<file path="config.mk">
export PLATFORM = sky130hd
export DESIGN_NAME = iterative_divider
export DESIGN_NICKNAME = d
export VERILOG_FILES = /design/src/rtl/iterative_divider.sv
export SDC_FILE = /design/constraint.sdc
export NUM_CORES = 1
export LEC_CHECK = 0
export CORE_UTILIZATION = 49
export CTS_CLUSTER_SIZE = 20
export DETAILED_ROUTE_END_ITERATION = 16
export GPL_TIMING_DRIVEN = 0
export PLACE_DENSITY = 0.71
export RECOVER_POWER = 100
export SETUP_SLACK_MARGIN = 0.2
export SYNTH_ARGS = -nofsm -noshare
export SYNTH_HDL_FRONTEND = slang
export SYNTH_SLANG_ARGS = --single-unit
</file>
<file path="constraint.sdc">
create_clock -name clk -period 20.6 [get_ports clk]
set_clock_uncertainty 0.1 [all_clocks]
set_input_delay 4.12 -clock clk [delete_from_list [all_inputs] [get_ports clk]]
set_output_delay 4.12 -clock clk [all_outputs]
set_load 0.01 [all_outputs]
</file>
<file path="src/rtl/iterative_divider.sv">
`timescale 1ns/1ps
// ----------------------------------------------------------------------------
// iterative_divider
//   Multi-cycle restoring divider that produces one quotient bit per clock.
//   It divides signed (two's-complement) or unsigned operands by working on
//   magnitudes and then applying a sign fix-up. The execute stage stalls
//   while busy is high and takes the results when done pulses.
//
//   Timing: the accepting edge loads the operands. DATA_WIDTH CALC edges
//   follow, then one FINISH edge registers the results and raises done.
//   Done is high for one cycle, so the consumer captures it on the
//   DATA_WIDTH+2nd edge after the accept.
//
// Ports
//   clk              rising-edge clock
//   rst              asynchronous, active-high reset
//   in_start         request; accepted only when idle and not in the done cycle
//   in_signed        1 = two's-complement operands, 0 = unsigned
//   in_num           numerator (dividend)
//   in_den           denominator (divisor)
//   out_busy         high from the accept edge until done drops
//   out_done         one-cycle pulse; results valid
//   out_quot         quotient; held until the next op finishes
//   out_rem          remainder; held until the next op finishes
//   out_div_by_zero  divide-by-zero flag of the last op; held like out_quot
//
// State   | meaning
// --------+----------------------------------------------------------------
// IDLE    | waiting for in_start; also retires the done cycle
// CALC    | shift/trial-subtract, one quotient bit per edge
// FINISH  | sign fix-up / div-by-zero override, registers results, raises done
// ----------------------------------------------------------------------------
module iterative_divider #(
    parameter int DATA_WIDTH = 32
) (
    input  logic                  clk,
    input  logic                  rst,
    input  logic                  in_start,
    input  logic                  in_signed,
    input  logic [DATA_WIDTH-1:0] in_num,
    input  logic [DATA_WIDTH-1:0] in_den,
    output logic                  out_busy,
    output logic                  out_done,
    output logic [DATA_WIDTH-1:0] out_quot,
    output logic [DATA_WIDTH-1:0] out_rem,
    output logic                  out_div_by_zero
);

    localparam int CW = $clog2(DATA_WIDTH);

    typedef enum logic [1:0] {
        IDLE   = 2'd0,
        CALC   = 2'd1,
        FINISH = 2'd2
    } state_t;

    state_t                state;
    logic [CW-1:0]         count;
    logic [DATA_WIDTH-1:0] quot_acc;
    logic [DATA_WIDTH-1:0] rem_acc;
    logic [DATA_WIDTH-1:0] den_mag;
    logic [DATA_WIDTH-1:0] num_lat;
    logic                  sign_q;
    logic                  sign_r;
    logic                  dbz_lat;

    logic                  num_neg;
    logic                  den_neg;
    logic [DATA_WIDTH-1:0] num_mag_in;
    logic [DATA_WIDTH-1:0] den_mag_in;

    logic                  shift_top;
    logic [DATA_WIDTH-1:0] shift_low;
    logic                  borrow;
    logic [DATA_WIDTH-1:0] diff;
    logic                  restore;

    // Operand magnitudes. Negating MIN wraps to MIN, and MIN read as an
    // unsigned value is the correct magnitude.
    always_comb begin
        num_neg    = in_signed & in_num[DATA_WIDTH-1];
        den_neg    = in_signed & in_den[DATA_WIDTH-1];
        num_mag_in = num_neg ? (~in_num + 1'b1) : in_num;
        den_mag_in = den_neg ? (~in_den + 1'b1) : in_den;
    end

    // The shifted partial remainder is DATA_WIDTH+1 bits wide: {shift_top,
    // shift_low}. The trial subtract works on the low part and produces a
    // borrow-out. A set top bit means the value already exceeds any divisor,
    // so restore is chosen only when there is a borrow and the top bit is
    // clear. In the non-restore case the true difference is below den_mag,
    // so the DATA_WIDTH-bit diff is exact.
    always_comb begin
        shift_top      = rem_acc[DATA_WIDTH-1];
        shift_low      = {rem_acc[DATA_WIDTH-2:0], quot_acc[DATA_WIDTH-1]};
        {borrow, diff} = {1'b0, shift_low} - {1'b0, den_mag};
        restore        = borrow & ~shift_top;
    end

    always_ff @(posedge clk or posedge rst) begin
        if (rst) begin
            state           <= IDLE;
            count           <= '0;
            quot_acc        <= '0;
            rem_acc         <= '0;
            den_mag         <= '0;
            num_lat         <= '0;
            sign_q          <= 1'b0;
            sign_r          <= 1'b0;
            dbz_lat         <= 1'b0;
            out_busy        <= 1'b0;
            out_done        <= 1'b0;
            out_quot        <= '0;
            out_rem         <= '0;
            out_div_by_zero <= 1'b0;
        end else begin
            case (state)
                IDLE: begin
                    if (out_done) begin
                        // Done cycle: a start request here is ignored.
                        out_done <= 1'b0;
                        out_busy <= 1'b0;
                    end else if (in_start) begin
                        num_lat  <= in_num;
                        quot_acc <= num_mag_in;
                        rem_acc  <= '0;
                        den_mag  <= den_mag_in;
                        sign_q   <= num_neg ^ den_neg;
                        sign_r   <= num_neg;
                        dbz_lat  <= (in_den == '0);
                        count    <= CW'(DATA_WIDTH - 1);
                        out_busy <= 1'b1;
                        state    <= CALC;
                    end
                end
                CALC: begin
                    quot_acc <= {quot_acc[DATA_WIDTH-2:0], ~restore};
                    rem_acc  <= restore ? shift_low : diff;
                    count    <= count - 1'b1;
                    if (count == '0) begin
                        state <= FINISH;
                    end
                end
                FINISH: begin
                    if (dbz_lat) begin
                        out_quot <= '1;
                        out_rem  <= num_lat;
                    end else begin
                        out_quot <= sign_q ? (~quot_acc + 1'b1) : quot_acc;
                        out_rem  <= sign_r ? (~rem_acc + 1'b1) : rem_acc;
                    end
                    out_div_by_zero <= dbz_lat;
                    out_done        <= 1'b1;
                    state           <= IDLE;
                end
                default: begin
                    state <= IDLE;
                end
            endcase
        end
    end

endmodule

</file>
==> results of run 1 <==
## power by group through the flow
| stage | clock network, uW | logic (uW) | registers [uW] |
|---|---|---|---|
| 3_3_place_gp | 0 | 1010 | 682 |
| 2_1_floorplan | 0 | 786 | 628 |
| 6_report | 407 | 1040 | 683 |
| 5_1_grt | 429 | 1170 | 696 |
| 3_5_place_dp | 0 | 1030 | 686 |
| 4_1_cts | 411 | 1030 | 680 |
## routing by layer
metal  routed length (um)  global-route usage, %  vias up  part of all wire, %
met4                  957                   8.06        0                  2.6
met5                    0                      0        -                    0
li1                     -                      -     5414                    -
met1                16400                   39.9     5419                   44
met2                17500                   47.7      395                   47
met3                 2110                   3.39       57                  5.7
## synthesized netlist by cell type, types with 6 or more instances
master	n	share of area, %
nor2b_1	6	0.30
xnor2_1	82	5.8
nor3_1	18	0.73
o21a_1	7	0.42
a31oi_1	6	0.30
nand2b_1	10	0.50
mux2i_1	16	1.3
nor4_1	12	0.60
nand2_1	242	7.3
o22a_1	26	1.8
a21o_1	14	0.85
nand4_1	6	0.30
clkbuf_1	71	2.1
inv_1	47	1.4
a22oi_1	28	1.7
o31ai_1	27	1.6
or4_1	17	1.0
xor2_1	67	4.7
nor2_1	87	2.6
or3_1	11	0.55
a32oi_1	11	0.78
and3_1	11	0.55
o21ai_0	178	7.2
dfrtp_1	205	41
ha_1	38	3.8
a211oi_1	6	0.36
a21oi_1	82	3.3
o41ai_1	19	1.3
nand3_1	13	0.52
buf_1	6	0.18
## final cells by class
class | count | area [um^2]
Sequential cell | 205 | 5130
Fill cell | 2241 | 9750
Clock inverter | 9 | 70.1
Inverter | 47 | 178
Clock buffer | 30 | 674
Tap cell | 324 | 405
Buffer | 77 | 289
Timing Repair Buffer | 135 | 1370
Multi-Input combinational cell | 1101 | 6740
## flip-flops by register name, summed over array words and instances, names as in the netlist
name and flops:
out_busy 1, sign_q 1, out_quot 32, dbz_lat 1
sign_r 1, state 2, num_lat 32, out_rem 32
rem_acc 32, out_div_by_zero 1, count 5, quot_acc 32
den_mag 32, out_done 1
## logic make-up (layout without fill, tap and decap cells)
logic type | Yosys count | in the layout | share of synthesized area, %
simple gates | 460 | 460 | 16.9
compound gates | 437 | 437 | 22.2
flops | 205 | 205 | 41.3
xor+xnor | 149 | 149 | 10.5
buf+inv | 124 | 298 | 3.75
fa+ha+maj | 39 | 39 | 3.99
mux | 16 | 16 | 1.29
## per-stage QoR
| stage | util, % | setup WS, ns | hold WS, ns |
|---|---|---|---|
| detailed placement | 57.7 | 13.21 | 0.356 |
| floorplan | - | 10.78 | 0.337 |
| global route | 60.4 | 12.70 | 0.390 |
| finish | 60.4 | 13.45 | 0.362 |
| global placement | 57.5 | 8.24 | 0.352 |
| CTS | 60.7 | 13.71 | 0.370 |
## worst min-delay path by stage
stage / cells after the start / slack, ns / end / startpoint
final: 2 / 0.36 / out_quot[28]$_DFFE_PP0P_ / out_quot[28]$_DFFE_PP0P_
after global placement: 2 / 0.35 / num_lat[22]$_DFFE_PP0P_ / num_lat[22]$_DFFE_PP0P_
after detailed placement: 2 / 0.36 / num_lat[22]$_DFFE_PP0P_ / num_lat[22]$_DFFE_PP0P_
after global routing: 2 / 0.39 / out_rem[0]$_DFFE_PP0P_ / out_rem[0]$_DFFE_PP0P_
after floorplan: 2 / 0.34 / num_lat[15]$_DFFE_PP0P_ / num_lat[15]$_DFFE_PP0P_
after CTS: 2 / 0.37 / num_lat[22]$_DFFE_PP0P_ / num_lat[22]$_DFFE_PP0P_
## worst reg2reg max path, stage by stage, from the launching register on
cell and delay (ns):
dfrtp_1 0.48, ha_1 0.44, o21a_1 0.22, o211a_1 0.26
a221oi_1 0.52, o22ai_1 0.17, nor2_1 0.68, clkbuf_1 0.53
nor2_1 0.21, a221o_1 0.32
==> impl_metrics.json, run 1 <==
{
  "status": "complete, but fails checks",
  "violations": "capacitance limit, slew limit",
  "syn2layout_area_growth_pct": 19.7,
  "antenna_found_initial": 0,
  "yosysUniqueCellTypes": 61,
  "crit_end": "out_rem[0]$_DFFE_PP0P_",
  "stdcell_area_mm2": 0.0149,
  "synth_cells": 1430,
  "crit_arrival_ns": 6.97,
  "vias": 11300,
  "rows": 57,
  "drtIter0Drc": 1000,
  "cp_cell_sequence": "dlygate4sd3_1, clkinvlp_2",
  "swShare_pct": 43.9,
  "drc": 0,
  "final_cell_mix": "nand2_1, dfrtp_1, o21ai_0, nor2_1",
  "worstPathMaxFanout": 91,
  "ant_nets": 0,
  "wl_per_cell_um": 19.2,
  "routed_wl_um": 37000,
  "cts_sinks": 205,
  "cts_setup_buffers": 0,
  "synthFlopType": "dfrtp_1",
  "worst_setup_path_end_kind": "async pin",
  "synthArstFlopShare_pct": 100,
  "cts_max_level": 1,
  "root_buffer": "clkbuf_16",
  "gp_congestion": 0.918,
  "internal_power_uw": 1190,
  "power_uw": 2130,
  "die_y_um": 161,
  "critPathSlowestCell": "clkinvlp_2",
  "grt_pass1_wl_um": 59500,
  "io_pins": 135,
  "setup-violations-final": 0,
  "synth_warnings": 0,
  "seq_area_frac_synth_pct": 41.3,
  "critical_path.top_delay_family": "buffers and inverters",
  "layout.cells.non_filler": 1928,
  "start_kind": "primary input",
  "clockPowerShare_pct": 19.1,
  "hold_violations": 0,
  "synth_area_mm2": 0.0124,
  "cts_tree": "done",
  "clk_latency_ns": 0.51,
  "clkTransAtPathRegs_ns": 0.06,
  "cts_resized": 0,
  "cap_violations": 1,
  "power_switching_uw": 934,
  "die_w_um": 161,
  "start_util_pct": 50.4,
  "startpoint": "rst",
  "synth_edf_count": 0,
  "r2r-start": "rem_acc[19]$_DFFE_PP0P_",
  "slew_viol_final": 91,
  "crit_cells": 2,
  "power_frac_comb_pct": 48.7,
  "fin_nets": 1698,
  "first_pass_iters": 6,
  "cts_hold_buf": 0,
  "r2r_cells": 9,
  "r2r_slack_ns": 16.54,
  "num_antenna_cells": 0,
  "dp.final_hpwl_um": 28700,
  "tns_ns": 0,
  "timing_worst_setup_path_type": "primary input to async pin",
  "synth-seq-cells": 205,
  "cts_buffers": 24,
  "drive_gt1_share_pct": 2.81,
  "r2r-end": "quot_acc[0]$_DFFE_PP0P_",
  "pwr-share-seq_pct": 32.1,
  "clockBufferDepth": 3,
  "hold_path.class": "register to register",
  "crit_buf_inv": 2,
  "die-area_mm2": 0.0260,
  "grt_pass1_vias": 10800,
  "syn_nets": 1537,
  "min_period_ns": 7.15,
  "fmax_mhz": 140,
  "gr-total-overflow": 0,
  "grtUsageTotal_pct": 28.8,
  "cp_slowest_stage_delay_ns": 2.25,
  "p_leak_uw": 0.00608,
  "routed_via_density": 5.85,
  "ir_drop_v": 0.0000608,
  "avgSynthCellArea_um2": 8.68,
  "placed_cells": 1889,
  "worst_pin_slew_ns": 4.00,
  "placed_area_mm2": 0.0142,
  "grt_max_degree": 116,
  "final_common_cell": "nand2_1",
  "layout_worst_path_cycle_share_pct": 34.7,
  "max_slew_margin_pct": -168,
  "cp.required_ns": 20.42,
  "core-area_mm2": 0.0246,
  "cellPowerDensity_mw_per_mm2": 143,
  "port_buffers": 134,
  "rsz0062_at_grt": "false"
}
No activity file was read; power rests on OpenSTA's default activity.
==> inputs of run 2 (changes only) <==
--- a/config.mk
+++ b/config.mk
@@ -9,7 +9,7 @@
 export CTS_CLUSTER_SIZE = 20
 export DETAILED_ROUTE_END_ITERATION = 16
 export GPL_TIMING_DRIVEN = 0
-export PLACE_DENSITY = 0.71
+export PLACE_DENSITY = 0.74
 export RECOVER_POWER = 100
 export SETUP_SLACK_MARGIN = 0.2
 export SYNTH_ARGS = -nofsm -noshare
==> constraint.sdc (replaced) <==
create_clock -name clk -period 5.9 [get_ports clk]
set_clock_uncertainty 0.1 [all_clocks]
set_input_delay 1.18 -clock clk [delete_from_list [all_inputs] [get_ports clk]]
set_output_delay 1.18 -clock clk [all_outputs]
set_load 0.01 [all_outputs]
==> run 2 against run 1 <==
  * The run still ends with capacitance limit, slew limit left
  * Global-route usage up 0.057 points
  * Critical path depth up 3
  * Cell count up 0.47%
  * Critical path type unchanged
==> impl_metrics.json, run 2 (same netlist as run 1, synthesis figures left out) <==
{
  "ir_drop_v": 0.000209,
  "grt_pass1_wl_um": 59600,
  "ant_nets": 0,
  "core-area_mm2": 0.0246,
  "cts_hold_buf": 0,
  "drc": 0,
  "swShare_pct": 43.7,
  "rsz0062_at_grt": "false",
  "die_w_um": 161,
  "slew_viol_final": 85,
  "violations": "capacitance limit, slew limit",
  "cts_max_level": 1,
  "start_kind": "primary input",
  "whs_path_depth": 2,
  "worstPathMaxFanout": 38,
  "grt_max_degree": 43,
  "placed_area_mm2": 0.0143,
  "r2r_cells": 10,
  "clk_latency_ns": 0.52,
  "cp_slowest_stage_delay_ns": 1.12,
  "hold_ws_ns": 0.368,
  "cp_cell_sequence": "dlygate4sd3_1, clkinvlp_2, clkbuf_1, buf_12, clkbuf_2",
  "hold_path.class": "register to register",
  "start_util_pct": 50.4,
  "rows": 57,
  "cp.required_ns": 6.29,
  "drtIter0Drc": 865,
  "crit_arrival_ns": 4.81,
  "grtUsageTotal_pct": 28.9,
  "power_uw": 7500,
  "die_y_um": 161,
  "final_common_cell": "nand2_1",
  "routed_via_density": 5.84,
  "antenna_found_initial": 0,
  "hold_violations": 0,
  "die-area_mm2": 0.0260,
  "first_pass_iters": 6,
  "root_buffer": "clkbuf_16",
  "fill_cells": 2196,
  "drive_gt1_share_pct": 2.91,
  "vias": 11300,
  "clockBufferDepth": 3,
  "min_period_ns": 4.41,
  "status": "complete, but fails checks",
  "dp.final_hpwl_um": 29100,
  "critPathSlowestCell": "clkbuf_1",
  "fin_nets": 1702,
  "port_buffers": 134,
  "cts_sinks": 205,
  "pwr-share-seq_pct": 31.6,
  "syn2layout_area_growth_pct": 20.2,
  "final_cell_mix": "nand2_1, dfrtp_1, o21ai_0, nor2_1, clkbuf_1",
  "routed_wl_um": 37200,
  "timing_worst_setup_path_type": "primary input to async pin",
  "grt_pass1_vias": 11200,
  "wl_per_cell_um": 19.2,
  "multi_input_area_mm2": 0.00674,
  "tns_ns": 0,
  "power_switching_uw": 3280,
  "cts_setup_buffers": 0,
  "cap_violations": 2,
  "internal_power_uw": 4220,
  "cellPowerDensity_mw_per_mm2": 503,
  "seqCellArea_mm2": 0.00513,
  "clkTransAtPathRegs_ns": 0.06,
  "p_leak_uw": 0.00610,
  "worst_setup_path_end_kind": "async pin",
  "gr-total-overflow": 0,
  "cts_resized": 0,
  "io_pins": 135,
  "clockPowerShare_pct": 19.9,
  "layout_worst_path_cycle_share_pct": 74.8,
  "stdcell_area_mm2": 0.0149,
  "gp_congestion": 0.923,
  "num_antenna_cells": 0,
  "max_slew_margin_pct": -45.4,
  "setup-violations-final": 0,
  "fmax_mhz": 227,
  "cts_buffers": 24,
  "cts_tree": "done",
  "worst_pin_slew_ns": 2.18,
  "power_frac_comb_pct": 48.4
}
-- run 2: cell count changes in the layout (fill, tap and decap cells not counted) --
cell / previous run / this run
clkbuf_2: 0 / 1
buf_16: 1 / 0
bufinv_16: 1 / 2
buf_12: 0 / 1
clkinv_2: 8 / 7
and2_0: 5 / 4
and2_1: 0 / 1
clkinvlp_4: 0 / 1
clkbuf_1: 76 / 83
-- run 2: critical path, delay by kind of cell --
| family | cells | cell delay, ns |
|---|---|---|
| buffers and inverters | 5 | 3.58 |
-- run 2: worst paths after layout --
kind	from	slack (ns)	end
worst min register to register	out_quot[28]$_DFFE_PP0P_	0.37	out_quot[28]$_DFFE_PP0P_
min in group asynchronous	rst	1.33	out_quot[31]$_DFFE_PP0P_
max in group clk	in_num[2]	1.76	quot_acc[31]$_DFFE_PP0P_
worst min-delay path	out_quot[28]$_DFFE_PP0P_	0.37	out_quot[28]$_DFFE_PP0P_
worst max register to register	rem_acc[19]$_DFFE_PP0P_	2.01	rem_acc[5]$_DFFE_PP0P_
worst max-delay path	rst	1.49	out_rem[2]$_DFFE_PP0P_
-- run 2: metal layers --
layer	global-route usage, %	vias to the layer above	routed length [um]
li1	-	5418	-
met1	38.5	5424	16100
met2	47.5	392	17400
met3	4.39	71	2330
met4	10.8	0	1340
met5	0	-	0
-- run 2: layout make-up --
type	instances	area share, %
multi-input combinational	1101	45.2
sequential	205	34.4
timing repair buffer	139	9.24
clock buffer	34	4.62
tap	324	2.72
buffer	77	1.94
inverter	47	1.19
clock inverter	10	0.688
-- run 2: power groups by stage --
stage                     clock network [uW]  registers, uW  logic (uW)
after floorplan                            0           2190        2740
after global placement                     0           2360        3520
after detailed placement                   0           2380        3600
after CTS                               1510           2360        3620
after global routing                    1570           2430        4070
final                                   1490           2370        3630
-- run 2: through the flow --
step                      instances  setup slack, ns  util [%]
after CTS                      1937             1.92      61.2
after global placement         1888            0.405      57.5
after detailed placement       1893             1.41      58.0
final                          1937             1.49      60.6
after global routing           1937            0.898      60.6
after floorplan                1430             1.96         -
==> inputs of run 3 (changes only) <==
==> constraint.sdc (replaced) <==
create_clock -name clk -period 3.6 [get_ports clk]
set_clock_uncertainty 0.1 [all_clocks]
set_input_delay 0.72 -clock clk [delete_from_list [all_inputs] [get_ports clk]]
set_output_delay 0.72 -clock clk [all_outputs]
set_load 0.01 [all_outputs]
==> run 3 against run 2 <==
  * The run still ends with capacitance limit, slew limit left
  * Register-to-register slack got worse by 1.9 ns
  * Core utilization rose by 0.92 points
  * Total power rose by 67%
  * Cell count rose by 0.62%
  * Design area rose by 1.5%
  * Highest routed layer unchanged
  * Largest cell class unchanged
  * Clock-buffer cell count did not move
==> impl_metrics.json, run 3 (same netlist as run 1, synthesis figures left out) <==
{
  "status": "complete, but fails checks",
  "violations": "capacitance limit, slew limit",
  "cp_slowest_stage_delay_ns": 0.60,
  "cp_cell_sequence": "or3_1, or4_1, or4_4, or3_4, o31ai_4, xnor2_1, mux2i_1, o21ai_1",
  "clk_latency_ns": 0.52,
  "io_pins": 135,
  "layout.cells.non_filler": 1949,
  "antenna_found_initial": 0,
  "first_pass_iters": 5,
  "die-area_mm2": 0.0260,
  "final_cell_mix": "nand2_1, dfrtp_1, o21ai_0, nor2_1",
  "crit_arrival_ns": 3.78,
  "rows": 57,
  "hold_ws_ns": 0.366,
  "cts_hold_buf": 0,
  "grtUsageTotal_pct": 28.9,
  "cap_violations": 1,
  "root_buffer": "clkbuf_16",
  "gp_congestion": 0.923,
  "die_w_um": 161,
  "critPathSlowestCell": "or4_4",
  "ant_nets": 0,
  "p_leak_uw": 0.00621,
  "port_buffers": 134,
  "fin_nets": 1714,
  "timing_worst_setup_path_type": "register to register",
  "max_slew_margin_pct": -0.0937,
  "cts_buffers": 24,
  "clkTransAtPathRegs_ns": 0.06,
  "worstPathMaxFanout": 7,
  "start_kind": "register",
  "grt_pass1_wl_um": 59700,
  "startpoint": "rem_acc[2]$_DFFE_PP0P_",
  "cts_tree": "done",
  "r2r-start": "rem_acc[2]$_DFFE_PP0P_",
  "cts_sinks": 205,
  "grt_pass1_vias": 11200,
  "gr-total-overflow": 0,
  "grt_max_degree": 43,
  "hold_path.class": "register to register",
  "worst_setup_path_end_kind": "register",
  "vias": 11400,
  "placed_cells": 1893,
  "dp.final_hpwl_um": 29100,
  "clockBufferDepth": 3,
  "num_antenna_cells": 0,
  "hold_violations": 0,
  "setup-violations-final": 0,
  "worst_pin_slew_ns": 1.49,
  "syn2layout_area_growth_pct": 22.0,
  "min_period_ns": 3.49,
  "cellPowerDensity_mw_per_mm2": 827,
  "cp.required_ns": 3.89,
  "layout_worst_path_cycle_share_pct": 97.0,
  "wl_per_cell_um": 19.2,
  "final_common_cell": "nand2_1",
  "final_util_pct": 61.5,
  "die_y_um": 161,
  "min-delay-start": "out_quot[28]$_DFFE_PP0P_",
  "routed_via_density": 5.87,
  "drc": 0,
  "drive_gt1_share_pct": 5.05,
  "core-area_mm2": 0.0246,
  "drtIter0Drc": 803,
  "ir_drop_v": 0.000345,
  "rsz0062_at_grt": "true",
  "routed_wl_um": 37500,
  "cts_max_level": 1,
  "start_util_pct": 50.4,
  "power_uw": 12500,
  "fmax_mhz": 286,
  "slew_viol_final": 1
}
==> run 3: cell types whose count changed in the layout (fill, tap and decap cells not counted), sizes merged <==
cell and delta:
clkbuf +1, buf +11
==> run 3: final timing paths <==
check | end | slack [ns] | depth (start not counted)
hold reg to reg | out_quot[28]$_DFFE_PP0P_ | 0.37 | 2
min in group asynchronous | out_quot[31]$_DFFE_PP0P_ | 0.90 | 2
max in group asynchronous | out_rem[2]$_DFFE_PP0P_ | 0.77 | 5
hold / removal | out_quot[28]$_DFFE_PP0P_ | 0.37 | 2
setup / recovery | out_rem[31]$_DFFE_PP0P_ | 0.11 | 8
setup reg to reg | out_rem[31]$_DFFE_PP0P_ | 0.11 | 8
==> run 3: timing repair <==
action | in CTS | in global routing
buffers inserted | 0 | 12
pin swaps | 0 | 5
endpoints found under the setup margin | 36 | 43
resized for setup | 14 | 19
==> run 3: area by class of cell <==
cell class / count / area (um^2)
repair buffers: 151 / 1490
clock inverters: 10 / 103
plain buffers: 77 / 293
flip-flops and latches: 205 / 5130
inverters: 47 / 178
fillers: 2180 / 9470
well taps: 324 / 405
clock buffers: 34 / 689
multi-input cells: 1101 / 6850
==> run 3: critical path: cells and delay by family, from the launching register on <==
family,cells,cell delay [ns]
simple gates,4,2.00
compound gates,2,0.34
flops,1,0.48
mux,1,0.37
xor+xnor,1,0.08
==> run 3: routing by layer <==
| layer | vias to the layer above | share of wire [%] | wire (um) | track usage [%] |
|---|---|---|---|---|
| li1 | 5437 | - | - | - |
| met1 | 5508 | 43 | 16300 | 38.5 |
| met2 | 411 | 47 | 17500 | 47.7 |
| met3 | 87 | 6.3 | 2350 | 4.37 |
| met4 | 0 | 3.7 | 1380 | 10.8 |
| met5 | - | 0 | 0 | 0 |
==> run 3: through the flow <==
stage          instance area, um^2  worst slack, ns  setup TNS (ns)
6_report                     15100            0.107               0
5_1_grt                      15100           0.0590               0
4_1_cts                      15100            0.200               0
3_5_place_dp                 14300           -0.429           -5.53
3_3_place_gp                 14200            -1.44         -294.61
2_1_floorplan                12400            0.122               0
==> run 3: power breakdown <==
group	internal (uW)	switching, uW
sequential	2990	897
combinational	2570	3600
clock	1470	979
